--- src/rtl/exit_ctrl_pkg.sv ---
// Shared types and constants for the early-exit argmax controller.
package exit_ctrl_pkg;

  typedef enum logic [1:0] {
    IDLE   = 2'd0,
    RUN    = 2'd1,
    DECIDE = 2'd2,
    OUT    = 2'd3
  } state_e;

  localparam int unsigned FEATURE_WIDTH = 16;

  // Initial value held by the max unit before it sees any score.
  localparam logic signed [FEATURE_WIDTH-1:0] NEG_SENTINEL = {1'b1, {(FEATURE_WIDTH-1){1'b0}}};

  localparam int unsigned NOMINAL_LAT = 10;

endpackage

--- src/rtl/exit_thr_regfile.sv ---
// Per-stage confidence thresholds: synchronous write, combinational read.
module exit_thr_regfile #(
  parameter int unsigned featureWidth = 16,
  parameter int unsigned NUM_EXITS = 4,
  parameter int unsigned SW = 2,
  parameter logic signed [featureWidth-1:0] THR_RESET = 16'sh4000
) (
  input  logic                           clk,
  input  logic                           reset,
  input  logic                           i_we,
  input  logic [SW-1:0]                  i_waddr,
  input  logic signed [featureWidth-1:0] i_wdata,
  input  logic [SW-1:0]                  i_raddr,
  output logic signed [featureWidth-1:0] o_rdata
);

  logic signed [featureWidth-1:0] r_thr [NUM_EXITS];

  // Addresses without a matching entry fall through: writes dropped, reads give THR_RESET.
  always_ff @(posedge clk) begin
    if (reset) begin
      for (int i = 0; i < int'(NUM_EXITS); i++) begin
        r_thr[i] <= THR_RESET;
      end
    end else begin
      for (int i = 0; i < int'(NUM_EXITS); i++) begin
        if (i_we && (i_waddr == SW'(i))) begin
          r_thr[i] <= i_wdata;
        end
      end
    end
  end

  always_comb begin
    o_rdata = THR_RESET;
    for (int i = 0; i < int'(NUM_EXITS); i++) begin
      if (i_raddr == SW'(i)) begin
        o_rdata = r_thr[i];
      end
    end
  end

endmodule

--- src/rtl/exit_argmax_ctrl.sv ---
// Sequences the shared max/argmax unit for one early-exit head and issues exit/continue.
module exit_argmax_ctrl
  import exit_ctrl_pkg::*;
#(
  parameter int unsigned featureWidth = 16,
  parameter int unsigned NUM_EXITS = 4,
  parameter int unsigned TIMEOUT = 16,
  parameter logic signed [featureWidth-1:0] THR_RESET = 16'sh4000,
  localparam int unsigned SW = (NUM_EXITS > 1) ? $clog2(NUM_EXITS) : 1
) (
  input  logic                      clk,
  input  logic                      reset,
  input  logic                      s_valid,
  output logic                      s_ready,
  input  logic [8*featureWidth-1:0] s_scores,
  input  logic [SW-1:0]             s_stage,
  output logic                      mx_enable,
  output logic [8*featureWidth-1:0] mx_x,
  input  logic                      mx_outvalid,
  input  logic [featureWidth-1:0]   mx_max,
  input  logic [2:0]                mx_index,
  input  logic                      cfg_we,
  input  logic [SW-1:0]             cfg_addr,
  input  logic [featureWidth-1:0]   cfg_data,
  output logic                      o_valid,
  input  logic                      o_ready,
  output logic                      o_exit,
  output logic [2:0]                o_class,
  output logic [featureWidth-1:0]   o_score,
  output logic [SW-1:0]             o_stage,
  output logic                      o_error,
  output logic                      busy
);

  localparam int unsigned CW = $clog2(TIMEOUT + 1);
  localparam logic [CW-1:0] CNT_LAST = CW'(TIMEOUT - 1);
  localparam logic [featureWidth-1:0] NEG_VAL = {1'b1, {(featureWidth-1){1'b0}}};
  localparam logic [SW-1:0] STAGE_LAST = SW'(NUM_EXITS - 1);

  state_e                         r_state;
  logic                           r_mx_enable;
  logic [8*featureWidth-1:0]      r_mx_x;
  logic [SW-1:0]                  r_stage;
  logic [CW-1:0]                  r_cnt;
  logic signed [featureWidth-1:0] r_max;
  logic [2:0]                     r_idx;
  logic                           r_o_valid;
  logic                           r_o_exit;
  logic [2:0]                     r_o_class;
  logic [featureWidth-1:0]        r_o_score;
  logic [SW-1:0]                  r_o_stage;
  logic                           r_o_error;

  logic signed [featureWidth-1:0] w_thr;
  logic                           w_final;
  logic                           w_exit;
  logic                           w_sentinel;

  exit_thr_regfile #(
    .featureWidth(featureWidth),
    .NUM_EXITS   (NUM_EXITS),
    .SW          (SW),
    .THR_RESET   (THR_RESET)
  ) u_thr (
    .clk    (clk),
    .reset  (reset),
    .i_we   (cfg_we),
    .i_waddr(cfg_addr),
    .i_wdata(cfg_data),
    .i_raddr(r_stage),
    .o_rdata(w_thr)
  );

  // Out-of-range stage indices count as the final head, which must always classify.
  assign w_final    = (r_stage >= STAGE_LAST);
  assign w_exit     = (r_max >= w_thr) || w_final;
  assign w_sentinel = (r_max == NEG_VAL);

  always_ff @(posedge clk) begin
    if (reset) begin
      r_state     <= IDLE;
      r_mx_enable <= 1'b0;
      r_mx_x      <= '0;
      r_stage     <= '0;
      r_cnt       <= '0;
      r_max       <= '0;
      r_idx       <= '0;
      r_o_valid   <= 1'b0;
      r_o_exit    <= 1'b0;
      r_o_class   <= '0;
      r_o_score   <= '0;
      r_o_stage   <= '0;
      r_o_error   <= 1'b0;
    end else begin
      unique case (r_state)
        IDLE: begin
          if (s_valid) begin
            r_mx_x      <= s_scores;
            r_stage     <= s_stage;
            r_cnt       <= '0;
            r_mx_enable <= 1'b1;
            r_state     <= RUN;
          end
        end
        RUN: begin
          r_cnt <= r_cnt + CW'(1);
          if (mx_outvalid) begin
            r_max       <= mx_max;
            r_idx       <= mx_index;
            r_mx_enable <= 1'b0;
            r_state     <= DECIDE;
          end else if (r_cnt == CNT_LAST) begin
            r_mx_enable <= 1'b0;
            r_o_valid   <= 1'b1;
            r_o_error   <= 1'b1;
            r_o_exit    <= 1'b1;
            r_o_class   <= '0;
            r_o_score   <= '0;
            r_o_stage   <= r_stage;
            r_state     <= OUT;
          end
        end
        DECIDE: begin
          r_o_valid <= 1'b1;
          r_o_error <= 1'b0;
          r_o_exit  <= w_exit;
          r_o_class <= w_sentinel ? 3'd0 : r_idx;
          r_o_score <= r_max;
          r_o_stage <= r_stage;
          r_state   <= OUT;
        end
        OUT: begin
          if (o_ready) begin
            r_o_valid <= 1'b0;
            r_o_error <= 1'b0;
            r_state   <= IDLE;
          end
        end
        default: r_state <= IDLE;
      endcase
    end
  end

  assign s_ready   = (r_state == IDLE);
  assign busy      = (r_state != IDLE);
  assign mx_enable = r_mx_enable;
  assign mx_x      = r_mx_x;
  assign o_valid   = r_o_valid;
  assign o_exit    = r_o_exit;
  assign o_class   = r_o_class;
  assign o_score   = r_o_score;
  assign o_stage   = r_o_stage;
  assign o_error   = r_o_error;

endmodule
--- config.mk ---
export PLATFORM = sky130hd
export DESIGN_NAME = exit_argmax_ctrl
export DESIGN_NICKNAME = d
export VERILOG_FILES = /design/src/rtl/exit_ctrl_pkg.sv /design/src/rtl/exit_thr_regfile.sv /design/src/rtl/exit_argmax_ctrl.sv
export SDC_FILE = /design/constraint.sdc
export NUM_CORES = 1
export LEC_CHECK = 0
export CORE_MARGIN = 2
export CORE_UTILIZATION = 46
export DETAILED_ROUTE_END_ITERATION = 8
export PLACE_DENSITY = 0.8
export REMOVE_ABC_BUFFERS = 1
export SLEW_MARGIN = 20
export SYNTH_ARGS = -nofsm -noshare
export SYNTH_HDL_FRONTEND = slang
export SYNTH_SLANG_ARGS = --single-unit
--- constraint.sdc ---
create_clock -name clk -period 2.5 [get_ports clk]
set_input_delay 0.375 -clock clk [delete_from_list [all_inputs] [get_ports clk]]
set_output_delay 0.375 -clock clk [all_outputs]
set_load 0.005 [all_outputs]
==> results of run 1 <==
## cells in the mapped netlist (6+ instances only)
cell      number
a21oi_1      167
a21oi_2       12
and2_1        62
buf_2         12
buf_4          6
buf_6         16
clkbuf_1      32
dfxtp_1      181
edfxtp_1      64
ha_1          22
inv_1         23
mux4_2        16
nand2_1      325
nor2_1        48
## layer usage
metal / vias up / wire [microns] / part of all wire, %
met5: - / 25 / 0.086
met3: 76 / 2280 / 7.8
met1: 3925 / 11500 / 40
met4: 4 / 1180 / 4.1
met2: 261 / 14100 / 48
li1: 4163 / - / -
## state kept, by name, indices dropped and copies added, names as in the netlist, 3 cells and up
register / flops
mx_x: 128
u_thr.r_thr: 64
o_score: 16
r_max: 16
r_cnt: 5
o_class: 3
r_idx: 3
## worst reg2reg max path: stages (launching register included)
cell,delay [ns]
dfxtp_2,0.34
buf_12,0.13
buf_8,0.13
buf_4,0.13
mux4_2,0.49
inv_1,0.09
ha_1,0.27
nand4_4,0.11
a2111oi_2,0.06
nor4_1,0.34
mux2i_1,0.29
## final cells by class
cell class	instances	area [sq um]
Inverter	25	93.8
Tap cell	275	344
Fill cell	1613	6680
Antenna cell	1	2.50
Clock inverter	5	32.5
Timing Repair Buffer	359	3610
Multi-Input combinational cell	717	3940
Sequential cell	245	5550
Clock buffer	44	841
## cells by family (layout without fill, tap and decap cells)
logic type | Yosys count | count (layout) | synth area share, %
AND/OR/NAND/NOR | 471 | 471 | 20.8
AO/OA/AOI/OAI | 203 | 203 | 11.3
other | 0 | 1 | 0
buffers and inverters | 93 | 433 | 5.12
flip-flops | 245 | 245 | 55.9
multiplexers | 21 | 21 | 4.14
adder cells (fa/ha/maj) | 22 | 22 | 2.77
## how the worst max path moves through the flow
stage | start | to | cells after the start
final | r_stage[0]$_SDFFE_PP0P_ | o_exit$_SDFFE_PP0P_ | 10
after CTS | r_stage[0]$_SDFFE_PP0P_ | o_exit$_SDFFE_PP0P_ | 9
after floorplan | r_state[0]$_SDFFE_PP0P_ | r_cnt[2]$_SDFFE_PP0P_ | 6
after detailed placement | r_stage[0]$_SDFFE_PP0P_ | o_exit$_SDFFE_PP0P_ | 9
after global routing | r_stage[0]$_SDFFE_PP0P_ | o_exit$_SDFFE_PP0P_ | 10
after global placement | r_stage[0]$_SDFFE_PP0P_ | o_exit$_SDFFE_PP0P_ | 9
## power by group through the flow
| stage | Combinational [mW] | Sequential [mW] | Clock (mW) |
|---|---|---|---|
| after floorplan | 1.72 | 5.04 | 0 |
| after global placement | 3.71 | 5.00 | 0 |
| after detailed placement | 3.77 | 5.02 | 0 |
| after CTS | 3.80 | 4.94 | 3.91 |
| after global routing | 4.25 | 5.01 | 4.08 |
| final | 3.87 | 4.95 | 3.85 |
## what timing repair did
action / in CTS / in global routing
hold endpoints to repair: 0 / 0
endpoints found under the setup margin: 0 / 1
resized for setup: 0 / 13
setup buffers: 0 / 10
==> impl_metrics.tcl, run 1 <==
set metrics [dict create \
    status "complete, no violations" \
    io_buffers 327 \
    leakagePower_nw 5.39 \
    whs_endpoint "mx_x[3]$_SDFFE_PP0P_" \
    async_reset_ff_share_pct 0 \
    power_mw 12.7 \
    htree_levels 1 \
    grt_pass1_vias 8143 \
    rr_worst_depth 10 \
    path_delay_family "multiplexers" \
    synthToLayoutAreaGrowth_pct 45.2 \
    syn_inst 1055 \
    routedWlPerCell_microns 17.4 \
    grt_max_degree 181 \
    fin_setup_tns_ns 0 \
    finalSetupViolCount 0 \
    finalWirelength_microns 29000 \
    drive_above_1_share_pct 9.18 \
    io_pins 328 \
    end_kind "flop" \
    fmaxAchievable_ghz 0.406 \
    die_x_microns 151 \
    irDropWorstVdd_v 0.000574 \
    use_met2_pct 40.5 \
    antenna_found_initial 3 \
    rows 53 \
    mostFrequentLayoutCell "clkdlybuf4s50_1" \
    tritoncts.num_buffers 27 \
    setup_ws_ns 0.0362 \
    hold_start "reset" \
    combinationalPowerShare_pct 30.6 \
    dp_hpwl_microns 20400 \
    internal_power_mw 8.81 \
    path_clk_slew_ns 0.06 \
    vias 8429 \
    whs_path_depth 2 \
    synth.distinct_cells 45 \
    crit_fanout 8 \
    dpl-instance-area_sq_mm 0.0134 \
    maxSlewHeadroom_pct 39.1 \
    r2r-start "r_stage[0]$_SDFFE_PP0P_" \
    drtIter0Drc 536 \
    ys_dominant_reg_cell "dfxtp_1" \
    post-route-util_pct 68.3 \
    dp.cells 1611 \
    postCtsHoldBufs 0 \
    coreArea_sq_mm 0.0211 \
    synth.top_cells.by_area "dfxtp_1 37%, edfxtp_1 19%, nand2_1 12%, a21oi_1 8.4%, and2_1 3.9%" \
    start_kind "flop" \
    fin_nets 1570 \
    path_buf_inv 4 \
    gp_congestion 0.807 \
    path_class "reg -> reg" \
    die_area_sq_mm 0.0228 \
    slowest_stage "mux4_2" \
    start_util_pct 47.1 \
    root_buffer "clkbuf_16" \
    ant_nets 0 \
    drc 0 \
    min_period_over_period_pct 98.6 \
    seqPwrFrac_pct 39.0 \
    critPathMaxStageDelay_ns 0.49 \
    cp_cell_sequence "buf_12 -> buf_8 -> buf_4 -> mux4_2 -> inv_1 -> ha_1 -> nand4_4 -> a2111oi_2 -> nor4_1 -> mux2i_1" \
    p_switching_mw 3.86 \
    arrival_ns 2.89 \
    clock_path_buffers 3 \
    synth-seq-area-share_pct 55.9 \
    final_area_sq_mm 0.0144 \
    clk_latency_ns 0.53 \
    final_cell_mix "326 x clkdlybuf4s50_1, 324 x nand2_1, 180 x dfxtp_1" \
    slew_viol_final 0 \
    use_met3_pct 7.23 \
    switching_share_pct 30.4 \
    met1_usage_pct 29.6 \
    grt_pass1_wl_microns 43300 \
    synth_top_area_share_pct 36.5 \
    skew_ns 0.00809 \
    worst_pin_slew_ns 0.913 \
    synth.avg_cell_area_sq_um 9.40 \
    maxCapViolations 0 \
    hold_ws_ns 0.0472 \
    rrSetupSlack_ns 0.04 \
    grt_remaining_overflow 0 \
    synth_area_sq_mm 0.00992 \
    period_needed_ns 2.46 \
    cts_tree "built" \
    dp_worst_setup_slack_ns 0.0644 \
    cts_num_sinks 245 \
    hold_viol_final 0 \
    gr-max-usage-layer "met2" \
    critPathRequiredTime_ns 2.93 \
    drt-vias-per-instance 5.04 \
    yosys_warnings 0 \
    die_y_microns 151 \
    synth_largest_area_cell "dfxtp_1" \
    grt_use_total_pct 24.2 \
    synth_edf_count 64 \
    pwr-share-clk_pct 30.4 \
    p_per_area_mw_per_mm2 879 \
    dr.pass1.iters 5 \
    stdcell_count 1671 \
    hp-class "in -> reg" \
    ys_ff_latch 245 \
    r2r_end "o_exit$_SDFFE_PP0P_" \
]
No activity file was read; power rests on OpenSTA's default activity.
==> run 2, diff against run 1 <==
- CORE_MARGIN: 2 -> default
- GPL_ROUTABILITY_DRIVEN: default -> 0
==> run 2 against run 1 <==
Net effect: power up 2.4%; final cell count hardly changed; fmax decreased by 0.24%; sequential power is essentially flat; global-route usage up 0.53 points; sequential share of layout area shrank 0.21 points; core utilization is 0.37 points higher; critical path depth down 1; die area is 2.6% lower; critical path type unchanged; largest power group unchanged.
==> impl_metrics.tcl, run 2 (synthesized netlist as in run 1, its figures left out) <==
set metrics [dict create \
    dr.pass1.iters 6 \
    io_pins 328 \
    stdcell_count 1672 \
    post-route-util_pct 68.7 \
    num_antenna_cells 0 \
    vias 8564 \
    dp_hpwl_microns 19900 \
    period_needed_ns 2.47 \
    root_buffer "clkbuf_16" \
    final_cell_mix "326 x clkdlybuf4s50_1, 324 x nand2_1, 180 x dfxtp_1" \
    die_area_sq_mm 0.0222 \
    cp_cell_sequence "buf_12 -> mux4_2 -> inv_2 -> ha_4 -> nor2b_2 -> o211ai_1 -> a2111oi_4 -> nor4_2 -> mux2i_1" \
    cts_num_sinks 245 \
    crit_fanout 8 \
    finalWirelength_microns 29000 \
    grt_use_total_pct 24.7 \
    whs_endpoint "mx_x[109]$_SDFFE_PP0P_" \
    fin_setup_tns_ns 0 \
    dpl-instance-area_sq_mm 0.0134 \
    grt_max_degree 139 \
    mostFrequentLayoutCell "clkdlybuf4s50_1" \
    dp.cells 1610 \
    dp_worst_setup_slack_ns 0.103 \
    drive_above_1_share_pct 9.38 \
    power_mw 13.0 \
    grt_remaining_overflow 0 \
    antenna_found_initial 0 \
    maxCapViolations 0 \
    routedWlPerCell_microns 17.3 \
    clk_latency_ns 0.53 \
    irDropWorstVdd_v 0.000551 \
    hold_viol_final 0 \
    grt_pass1_wl_microns 42800 \
    ant_nets 0 \
    slew_viol_final 0 \
    r2r_end "o_exit$_SDFFE_PP0P_" \
    min_period_over_period_pct 98.8 \
    cts_tree "built" \
    finalSetupViolCount 0 \
    rows 53 \
    die_y_microns 149 \
    worst_pin_slew_ns 0.685 \
    regArea_sq_mm 0.00555 \
    drt-vias-per-instance 5.12 \
    multi_input_area_sq_mm 0.00394 \
    setup_ws_ns 0.0304 \
    n_fill_cell 1577 \
    drc 0 \
    die_x_microns 149 \
    slowest_stage "mux4_2" \
    largest_register_ffs 128 \
    hold_ws_ns 0.230 \
    r2r-start "r_stage[0]$_SDFFE_PP0P_" \
    start_util_pct 47.1 \
    coreArea_sq_mm 0.0211 \
    postCtsHoldBufs 0 \
    io_buffers 327 \
    path_clk_slew_ns 0.06 \
    leakagePower_nw 5.43 \
    critPathMaxStageDelay_ns 0.50 \
    path_class "reg -> reg" \
    fin_nets 1573 \
    maxSlewHeadroom_pct 54.4 \
    end_kind "flop" \
    tritoncts.num_buffers 27 \
    synthToLayoutAreaGrowth_pct 46.0 \
    critPathRequiredTime_ns 2.96 \
    grt_pass1_vias 8128 \
    rrSetupSlack_ns 0.03 \
    htree_levels 1 \
    skew_ns 0.0110 \
    start_kind "flop" \
    whs_path_depth 2 \
    fmaxAchievable_ghz 0.405 \
    rr_worst_depth 9 \
    crit_start "r_stage[0]$_SDFFE_PP0P_" \
    hold_start "reset" \
    drtIter0Drc 507 \
    final_area_sq_mm 0.0145 \
    p_per_area_mw_per_mm2 895 \
    status "complete, no violations" \
    arrival_ns 2.93 \
    clock_path_buffers 3 \
    hp-class "in -> reg" \
]
## run 2: changes by cell type in the layout (fill, tap and decap cells not counted), moves of 3 or more
cell / previous run / this run
clkinv_2: 3 / 6
clkbuf_16: 27 / 30
clkbuf_1: 6 / 3
buf_4: 24 / 28
clkbuf_8: 10 / 7
## run 2: power breakdown
group / internal, mW / leakage (nW) / switching [mW] / total, mW
clock network: 2.57 / 0.475 / 1.60 / 4.16
logic: 1.84 / 2.85 / 2.00 / 3.85
registers: 4.64 / 2.11 / 0.317 / 4.95
## run 2: worst max path at each step
stage / to / slack [ns] / cells after the start
after floorplan: r_cnt[2]$_SDFFE_PP0P_ / -1.18 / 6
after global placement: o_exit$_SDFFE_PP0P_ / 0.15 / 9
after detailed placement: o_exit$_SDFFE_PP0P_ / 0.10 / 9
after CTS: o_exit$_SDFFE_PP0P_ / 0.01 / 9
after global routing: o_exit$_SDFFE_PP0P_ / -0.01 / 11
final: o_exit$_SDFFE_PP0P_ / 0.03 / 9
## run 2: per-layer routing
metal  part of all wire, %  GRT usage [%]
met5                     0              0
met4                   3.5           9.34
met3                   7.8           5.96
met2                    49           42.3
met1                    40           30.0
## run 2: layout make-up
class / instances / area share, %
Clock buffer: 40 / 5.92
Sequential cell: 245 / 38.3
Inverter: 25 / 0.648
Timing Repair Buffer: 362 / 25.0
Multi-Input combinational cell: 717 / 27.2
Tap cell: 275 / 2.37
Clock inverter: 8 / 0.622
## run 2: repair_timing
action / CTS / global route
hold endpoints to repair: 0 / 0
resized for setup: 0 / 10
setup buffers: 0 / 14
endpoints found under the setup margin: 0 / 1
## run 2: worst max-delay path, delay by kind of cell (launching register included)
family	cells	cell delay [ns]
mux	2	0.72
simple gates	2	0.50
compound gates	2	0.46
flops	1	0.34
buf+inv	2	0.20
fa+ha+maj	1	0.19
